`src/rtl/bcd_updown_counter_nd.sv`:
```
// N-digit BCD up/down counter: debounced push buttons, sync clear/load,
// wrap flags, registered seven-segment outputs.
// Optional: BCD_LZ_BLANK_EN enables leading-zero blanking on display.
// Ports:
//   src_clk, rst (async, active-low)
//   push_up, push_dn  raw async buttons, active-high
//   clr, load, load_val  sync strobes and BCD load value
//   cnt_bcd  count; display  7 segs/digit, g..a
//   carry_out, borrow_out, load_err  one-cycle flags
module bcd_updown_counter_nd #(
  parameter int DIGITS          = 4,
  parameter int DEBOUNCE_CYCLES = 500000,
  parameter int SEG_ACTIVE_LOW  = 1
) (
  input  logic                  src_clk,
  input  logic                  rst,
  input  logic                  push_up,
  input  logic                  push_dn,
  input  logic                  clr,
  input  logic                  load,
  input  logic [4*DIGITS-1:0]   load_val,
  output logic [4*DIGITS-1:0]   cnt_bcd,
  output logic [7*DIGITS-1:0]   display,
  output logic                  carry_out,
  output logic                  borrow_out,
  output logic                  load_err
);

  localparam int CW =
    (DEBOUNCE_CYCLES > 1) ? $clog2(DEBOUNCE_CYCLES) : 1;
  localparam logic [CW-1:0] CMAX = CW'(DEBOUNCE_CYCLES - 1);

  localparam logic [6:0] SEG_ZERO =
    (SEG_ACTIVE_LOW != 0) ? 7'b1000000 : 7'b0111111;
  localparam logic [6:0] SEG_OFF =
    (SEG_ACTIVE_LOW != 0) ? 7'b1111111 : 7'b0000000;

  typedef enum logic {
    STABLE,
    CHANGING
  } db_state_t;

  // index 0 = up button, index 1 = down button
  logic [1:0]  raw;
  logic [1:0]  sync1;
  logic [1:0]  sync2;
  db_state_t   state    [2];
  db_state_t   state_nx [2];
  logic [CW-1:0] dcnt    [2];
  logic [CW-1:0] dcnt_nx [2];
  logic [1:0]  lvl;
  logic [1:0]  lvl_nx;
  logic [1:0]  lvl_q;
  logic [1:0]  rise;
  logic        up_req;
  logic        dn_req;

  assign raw = {push_dn, push_up};

  always_ff @(posedge src_clk or negedge rst) begin
    if (!rst) begin
      sync1 <= '0;
      sync2 <= '0;
      lvl   <= '0;
      lvl_q <= '0;
      for (int i = 0; i < 2; i++) begin
        state[i] <= STABLE;
        dcnt[i]  <= '0;
      end
    end else begin
      sync1 <= raw;
      sync2 <= sync1;
      lvl   <= lvl_nx;
      lvl_q <= lvl;
      for (int i = 0; i < 2; i++) begin
        state[i] <= state_nx[i];
        dcnt[i]  <= dcnt_nx[i];
      end
    end
  end

  // The entry cycle into CHANGING already counts as one mismatch
  // cycle, so the level flips after exactly DEBOUNCE_CYCLES cycles.
  always_comb begin
    lvl_nx = lvl;
    for (int i = 0; i < 2; i++) begin
      state_nx[i] = state[i];
      dcnt_nx[i]  = '0;
      unique case (state[i])
        STABLE: begin
          if (sync2[i] != lvl[i]) begin
            state_nx[i] = CHANGING;
            dcnt_nx[i]  = CW'(1);
          end
        end
        CHANGING: begin
          if (sync2[i] == lvl[i]) begin
            state_nx[i] = STABLE;
          end else if (dcnt[i] == CMAX) begin
            state_nx[i] = STABLE;
            lvl_nx[i]   = sync2[i];
          end else begin
            dcnt_nx[i] = dcnt[i] + CW'(1);
          end
        end
        default: state_nx[i] = STABLE;
      endcase
    end
  end

  assign rise   = lvl & ~lvl_q;
  assign up_req = rise[0];
  assign dn_req = rise[1];

  // Returns {carry, value}
  function automatic logic [4*DIGITS:0] bcd_inc(
    input logic [4*DIGITS-1:0] v
  );
    logic [4*DIGITS-1:0] r;
    logic [3:0] d;
    logic c;
    r = v;
    c = 1'b1;
    for (int i = 0; i < DIGITS; i++) begin
      d = v[4*i +: 4];
      if (c) begin
        if (d == 4'd9) begin
          d = 4'd0;
        end else begin
          d = d + 4'd1;
          c = 1'b0;
        end
      end
      r[4*i +: 4] = d;
    end
    return {c, r};
  endfunction

  // Returns {borrow, value}
  function automatic logic [4*DIGITS:0] bcd_dec(
    input logic [4*DIGITS-1:0] v
  );
    logic [4*DIGITS-1:0] r;
    logic [3:0] d;
    logic b;
    r = v;
    b = 1'b1;
    for (int i = 0; i < DIGITS; i++) begin
      d = v[4*i +: 4];
      if (b) begin
        if (d == 4'd0) begin
          d = 4'd9;
        end else begin
          d = d - 4'd1;
          b = 1'b0;
        end
      end
      r[4*i +: 4] = d;
    end
    return {b, r};
  endfunction

  logic [4*DIGITS-1:0] cnt_nx;
  logic car_nx;
  logic bor_nx;
  logic err_nx;

  always_comb begin
    cnt_nx = cnt_bcd;
    car_nx = 1'b0;
    bor_nx = 1'b0;
    err_nx = 1'b0;
    if (clr) begin
      cnt_nx = '0;
    end else if (load) begin
      cnt_nx = '0;
      for (int i = 0; i < DIGITS; i++) begin
        if (load_val[4*i +: 4] > 4'd9) begin
          err_nx = 1'b1;
        end else begin
          cnt_nx[4*i +: 4] = load_val[4*i +: 4];
        end
      end
    end else if (up_req && !dn_req) begin
      {car_nx, cnt_nx} = bcd_inc(cnt_bcd);
    end else if (dn_req && !up_req) begin
      {bor_nx, cnt_nx} = bcd_dec(cnt_bcd);
    end
  end

  always_ff @(posedge src_clk or negedge rst) begin
    if (!rst) begin
      cnt_bcd    <= '0;
      carry_out  <= 1'b0;
      borrow_out <= 1'b0;
      load_err   <= 1'b0;
    end else begin
      cnt_bcd    <= cnt_nx;
      carry_out  <= car_nx;
      borrow_out <= bor_nx;
      load_err   <= err_nx;
    end
  end

  function automatic logic [6:0] seg7(input logic [3:0] d);
    logic [6:0] s;
    case (d)
      4'd0:    s = 7'b0111111;
      4'd1:    s = 7'b0000110;
      4'd2:    s = 7'b1011011;
      4'd3:    s = 7'b1001111;
      4'd4:    s = 7'b1100110;
      4'd5:    s = 7'b1101101;
      4'd6:    s = 7'b1111101;
      4'd7:    s = 7'b0000111;
      4'd8:    s = 7'b1111111;
      4'd9:    s = 7'b1101111;
      default: s = 7'b0000000;
    endcase
    return s;
  endfunction

  logic [7*DIGITS-1:0] disp_nx;

`ifdef BCD_LZ_BLANK_EN
  // zero_above[i]: digit i and every higher digit are zero
  logic [DIGITS:0] zero_above;
`endif

  always_comb begin
    disp_nx = '0;
`ifdef BCD_LZ_BLANK_EN
    zero_above = '0;
    zero_above[DIGITS] = 1'b1;
    for (int i = DIGITS - 1; i >= 0; i--) begin
      zero_above[i] = zero_above[i+1] &&
                      (cnt_bcd[4*i +: 4] == 4'd0);
    end
`endif
    for (int i = 0; i < DIGITS; i++) begin
      if (SEG_ACTIVE_LOW != 0) begin
        disp_nx[7*i +: 7] = ~seg7(cnt_bcd[4*i +: 4]);
      end else begin
        disp_nx[7*i +: 7] = seg7(cnt_bcd[4*i +: 4]);
      end
`ifdef BCD_LZ_BLANK_EN
      if (i > 0 && zero_above[i]) begin
        disp_nx[7*i +: 7] = SEG_OFF;
      end
`endif
    end
  end

  always_ff @(posedge src_clk or negedge rst) begin
    if (!rst) begin
      display <= {DIGITS{SEG_ZERO}};
    end else begin
      display <= disp_nx;
    end
  end

endmodule

```
`config.mk`:
```
export PLATFORM = sky130hd
export DESIGN_NAME = bcd_updown_counter_nd
export DESIGN_NICKNAME = d
export VERILOG_FILES = /design/src/rtl/bcd_updown_counter_nd.sv
export SDC_FILE = /design/constraint.sdc
export NUM_CORES = 1
export LEC_CHECK = 0
export ABC_CLOCK_PERIOD_IN_PS = 4150
export CAP_MARGIN = 20
export CORE_MARGIN = 2
export CORE_UTILIZATION = 30
export DETAILED_ROUTE_END_ITERATION = 12
export GPL_ROUTABILITY_DRIVEN = 0
export PLACE_DENSITY_LB_ADDON = 0.1
export SYNTH_ARGS = -nofsm -noshare
export SYNTH_HDL_FRONTEND = slang
export SYNTH_SLANG_ARGS = --single-unit
```
`constraint.sdc`:
```
create_clock -name src_clk -period 4.15 [get_ports src_clk]
set_input_delay 1.0375 -clock src_clk [delete_from_list [all_inputs] [get_ports src_clk]]
set_output_delay 1.0375 -clock src_clk [all_outputs]
set_load 0.03 [all_outputs]
```
==> impl_metrics.yaml, run 1 <==
status:
  status: "finished clean"
critical_path:
  cp-start-kind: "flop"
  crit_fanout: 19
  critical_path_arrival_ps: 1810
  critical_path_buf_inv_count: 1
  path_delay_family: "buffers and inverters"
  slowest_delay_ps: 770
  crit_path_cell_trace: "clkdlybuf4s50_1"
  slowest_stage: "clkdlybuf4s50_1"
  crit_required_ps: 3110
  path_class: "reg2out"
  crit_path_end_kind: "output port"
finish:
  antenna_cells: 0
  final_core_util_pct: 37.5
  filler_cell_count: 1735
  finalNetCount: 671
  drive_above_1_share_pct: 7.51
  area_delta_synth_final_pct: 22.6
yosys:
  synth.most_common_cell: "dfrtp_1"
  netlist_area_mm2: 0.00527
  yosys.area.top_type_share_pct: 43.2
  synth_xor_area_share_pct: 6.65
  synth_commonest_cells: "91 x dfrtp_1, 79 x nor2_1, 37 x nand2_1"
  ys_async_sr_fraction_pct: 100
  syn_nets: 609
  synth-edff-count: 0
  yosys.area_share.simple_pct: 22.0
  synth.mux.area_fraction_pct: 3.11
  ys.flop_type: "dfrtp_1"
  synth_compound_area_share_pct: 12.7
  yosysWarnings: 0
  yosysTopAreaCell: "dfrtp_1"
  synthCells: 559
  synth_adder_area_share_pct: 6.65
  ys_seq_elements: 95
  yosys.cell_types.count: 64
  yosys-top-cells-area: "dfrtp_1 43%, ha_1 6.7%, nor2_1 5.6%"
  yosysSeqAreaShare_pct: 45.2
  syn_avg_cell_area_um2: 9.42
  synth_top_family_by_area: "simple AND/OR/NAND/NOR gates"
cts:
  cts_setup_buffers: 0
  htreeDepth: 3
  cts_buffer_depth: 2
  clock_sinks: 95
  cts_root_buffer: "clkbuf_16"
  cts_buffers: 9
  clk_pin_slew_worst_paths_ps: 70
  hold_buffers: 0
  clk_latency_ps: 350
  cts_tree: "built"
  ctsResizeCount: 0
floorplan:
  boundaryPins: 69
  num_rows: 48
  start_util_pct: 30.6
  coreArea_mm2: 0.0172
  dieArea_mm2: 0.0186
  die_x_um: 136
  dieHeight_um: 136
power_and_ir_drop:
  ir_worst_vdd_v: 0.000191
  power.leakage_uw: 0.00268
  power_uw: 2530
  p_per_area_mw_per_mm2: 391
global_routing:
  grt_max_degree: 52
  grt_pass1_vias: 4161
  track_usage_pct: 14.3
  antenna_found_initial: 0
  grt_pass1_wl_mm: 21.1
  grt_overflow_total: 0
job:
  maxCapViolations: 0
sta:
  final-setup-viol-count: 0
  clock.fmax_ghz: 0.352
  clock_skew_ps: 5.80
  period_needed_ps: 2840
  final.period_utilization_pct: 68.6
  rsz0062_at_grt: "false"
  finalSetupTns_ps: 0
  hold_viol: 0
  tightestPinTransition_ps: 852
  final_max_slew_viol_count: 0
  slew_headroom_pct: 42.7
detailed_routing:
  first_pass_iters: 5
  routedWlPerCell_um: 14.9
  vias: 4196
  antenna_left: 0
  viasPerCell: 4.93
  drtIter0Drc: 220
  drc: 0
  finalWirelength_mm: 12.7
worst_hold_path:
  hold_class: "reg2reg"
place:
  hpwl_mm: 8.96
  port_buffers: 68
==> metal layers <==
layer  part of all wire [%]  global-route usage [%]  vias to the layer above  wire length [um]
li1                       -                       -                     2084                 -
met1                     48                    19.2                     2031              6140
met2                     47                    23.2                       66              5950
met3                    3.3                    3.67                       15               417
met4                    1.4                    3.59                        0               183
met5                      0                       0                        -                 0
==> final timing paths <==
kind	from	endpoint	slack (ps)	cells after the start
max in group asynchronous	rst	display[13]	2610	2
min reg2reg	sync1[0]	sync2[0]	360	0
max reg2reg	cnt_bcd[1]	cnt_bcd[15]	1410	7
min in group asynchronous	rst	dcnt[37]	720	1
min	sync1[0]	sync2[0]	360	0
max	cnt_bcd[14]	cnt_bcd[14]	1310	1
==> cells by family after synthesis <==
kind of cell	Yosys count
DFF	95
and+or+nand+nor	228
adders and majority gates	28
buffers and inverters	49
xor gates and xnor gates	40
AOI/OAI and AO/OA	106
muxes	13
==> sequential cells by signal, indices dropped and copies added, names as in the netlist <==
| signal | flops |
|---|---|
| dcnt | 38 |
| display | 28 |
| carry_out | 1 |
| load_err | 1 |
| sync2 | 2 |
| borrow_out | 1 |
| lvl | 2 |
| state | 2 |
| sync1 | 2 |
| cnt_bcd | 16 |
| lvl_q | 2 |
==> report_power, final <==
| group | internal, uW | switching [uW] |
|---|---|---|
| clock | 417 | 395 |
| sequential | 1010 | 75.0 |
| combinational | 267 | 367 |
| total | 1690 | 837 |
==> cell type report <==
type,count,area [um^2],share of cell area (%)
clock inverters,6,52.6,0.814
multi-input cells,415,2700,41.7
well taps,225,282,4.36
clock buffers,10,229,3.55
repair buffers,73,716,11.1
inverters,27,101,1.57
flip-flops and latches,95,2380,36.9
==> cells in the final DEF (no fill, tap or decap), types with 11 or more instances in the layout <==
master	Yosys	layout
nand4_1	11	11
o21ai_0	24	24
clkdlybuf4s50_1	0	67
nor3_1	12	12
nand2b_1	16	16
a21oi_1	31	31
nand3_1	21	21
inv_1	26	26
nand2_1	37	37
ha_1	28	28
a31oi_1	11	11
xor2_1	22	22
dfrtp_1	91	91
nor2_1	79	79
xnor2_1	18	18
==> per-stage QoR <==
stage          hold WS [ps]  setup WS [ps]  instances  cell area, um^2
5_1_grt                 376           1230        851             6460
3_5_place_dp            347           1060        835             6180
4_1_cts                 365           1280        851             6460
3_3_place_gp            341           1120        835             6180
6_report                360           1310        851             6460
2_1_floorplan           331           1460        559             5270
No activity file was read; power rests on OpenSTA's default activity.
==> run 2: changes to the inputs <==
--- a/config.mk
+++ b/config.mk
@@ -5,7 +5,7 @@
 export SDC_FILE = /design/constraint.sdc
 export NUM_CORES = 1
 export LEC_CHECK = 0
-export ABC_CLOCK_PERIOD_IN_PS = 4150
+export ABC_CLOCK_PERIOD_IN_PS = 2600
 export CAP_MARGIN = 20
 export CORE_MARGIN = 2
 export CORE_UTILIZATION = 30
==> constraint.sdc (replaced) <==
create_clock -name src_clk -period 2.6 [get_ports src_clk]
set_input_delay 0.65 -clock src_clk [delete_from_list [all_inputs] [get_ports src_clk]]
set_output_delay 0.65 -clock src_clk [all_outputs]
set_load 0.03 [all_outputs]
==> run 2 against run 1 <==
  * Non-clock buffer count grew 21
  * Register-to-register slack got worse by 1200 ps
  * Global-route usage rose by 0.40 points
  * Critical endpoint is now cnt_bcd[11]
  * Worst setup slack worse by 1100 ps
  * Power rose by 62%
==> impl_metrics.yaml, run 2 (synthesized netlist as in run 1, its figures left out) <==
status:
  status: "finished clean"
finish:
  area_delta_synth_final_pct: 26.0
  reg.largest.list: "dcnt (38), display (28), cnt_bcd (16)"
  antenna_cells: 0
  layout_common_cells: "89 x dfrtp_1, 79 x nor2_1, 67 x clkdlybuf4s50_1, 37 x nand2_1, 31 x a21oi_1"
  drive_above_1_share_pct: 11.0
  finalNetCount: 692
  layout.cells.most_common: "dfrtp_1"
  largest_reg_flops: 38
  largest_register: "dcnt"
critical_path:
  slowest_delay_ps: 770
  path_class: "reg2out"
  critical_path_buf_inv_count: 1
  crit_required_ps: 1950
  slowest_stage: "clkdlybuf4s50_1"
  crit_fanout: 17
  path_delay_family: "buffers and inverters"
  critical_path_arrival_ps: 1770
  cp-start-kind: "flop"
  crit_path_end_kind: "output port"
  crit_path_cell_trace: "clkdlybuf4s50_1"
cts:
  hold_buffers: 0
  htreeDepth: 3
  ctsResizeCount: 0
  cts_buffer_depth: 2
  cts_setup_buffers: 0
  clock_sinks: 95
  clk_latency_ps: 360
  cts_root_buffer: "clkbuf_16"
  cts_tree: "built"
  clk_pin_slew_worst_paths_ps: 70
  cts_buffers: 9
sta:
  clock_skew_ps: 11.6
  final_max_slew_viol_count: 0
  finalSetupTns_ps: 0
  period_needed_ps: 2420
  slew_headroom_pct: 64.1
  tightestPinTransition_ps: 538
  clock.fmax_ghz: 0.414
  final-setup-viol-count: 0
  hold_ws_ps: 223
  hold_viol: 0
  rsz0062_at_grt: "false"
  final.period_utilization_pct: 93.0
global_routing:
  track_usage_pct: 14.7
  grt_overflow_total: 0
  grt_pass1_wl_mm: 21.4
  grt_max_degree: 59
  grt_pass1_vias: 4173
  antenna_found_initial: 0
floorplan:
  dieArea_mm2: 0.0186
  dieHeight_um: 136
  num_rows: 48
  start_util_pct: 30.6
  die_x_um: 136
  coreArea_mm2: 0.0172
  boundaryPins: 69
detailed_routing:
  vias: 4236
  antenna_left: 0
  drc: 0
  finalWirelength_mm: 12.9
  viasPerCell: 4.86
  drtIter0Drc: 275
  first_pass_iters: 4
  routedWlPerCell_um: 14.8
power_and_ir_drop:
  ir_worst_vdd_v: 0.000350
  p_per_area_mw_per_mm2: 617
  power.leakage_uw: 0.00280
  power_uw: 4100
worst_hold_path:
  hold_class: "in2async"
job:
  maxCapViolations: 0
place:
  port_buffers: 68
  hpwl_mm: 9.36
[run 2: cell types whose count changed in the layout (fill, tap and decap cells not counted)]
cell and change:
clkinv_2 +1, clkinvlp_4 -1, dfrtp_2 +2, dfrtp_1 -2, inv_8 +1, buf_4 +20
clkbuf_1 -1, buf_12 +1, inv_6 +1, clkinv_4 -1
[run 2: metrics by stage]
stage               util (%)  cells  cell area (um^2)  setup slack [ps]
floorplan                  -    559              5270              3.78
global placement        36.8    856              6350               231
detailed placement      36.8    856              6350               205
CTS                     38.5    872              6640               151
global route            38.5    872              6640               104
finish                  38.5    872              6640               182
[run 2: final cells by class]
class | count | area (um^2)
clock inverter | 7 | 61.3
inverter | 27 | 101
multi-input combinational | 415 | 2700
fill | 1730 | 10600
tap | 225 | 282
timing repair buffer | 94 | 886
clock buffer | 9 | 225
sequential | 95 | 2380
[run 2: metal layers]
layer,up-vias,part of all wire [%],GRT usage (%),wire length (um)
met2,66,46,22.5,5960
li1,2114,-,-,-
met1,2044,49,20.7,6350
met3,12,3.3,3.00,432
met4,0,1.4,5.09,186
met5,-,0,0,0
[run 2: final timing paths]
check                                    to   startpoint  slack (ps)  depth (start not counted)
worst max-delay path            cnt_bcd[11]  cnt_bcd[11]         180                          1
worst min-delay path            cnt_bcd[13]          rst         220                          1
worst max register to register  cnt_bcd[12]   cnt_bcd[0]         190                          7
worst min register to register     sync2[1]     sync1[1]         360                          0
max in group asynchronous       display[13]          rst        1690                          2
min in group src_clk               sync2[1]     sync1[1]         360                          0
[run 2: where the power goes]
part	switching, uW	total, uW	internal [uW]
Sequential	76.9	1690	1610
Clock	642	1310	671
Combinational	637	1100	463
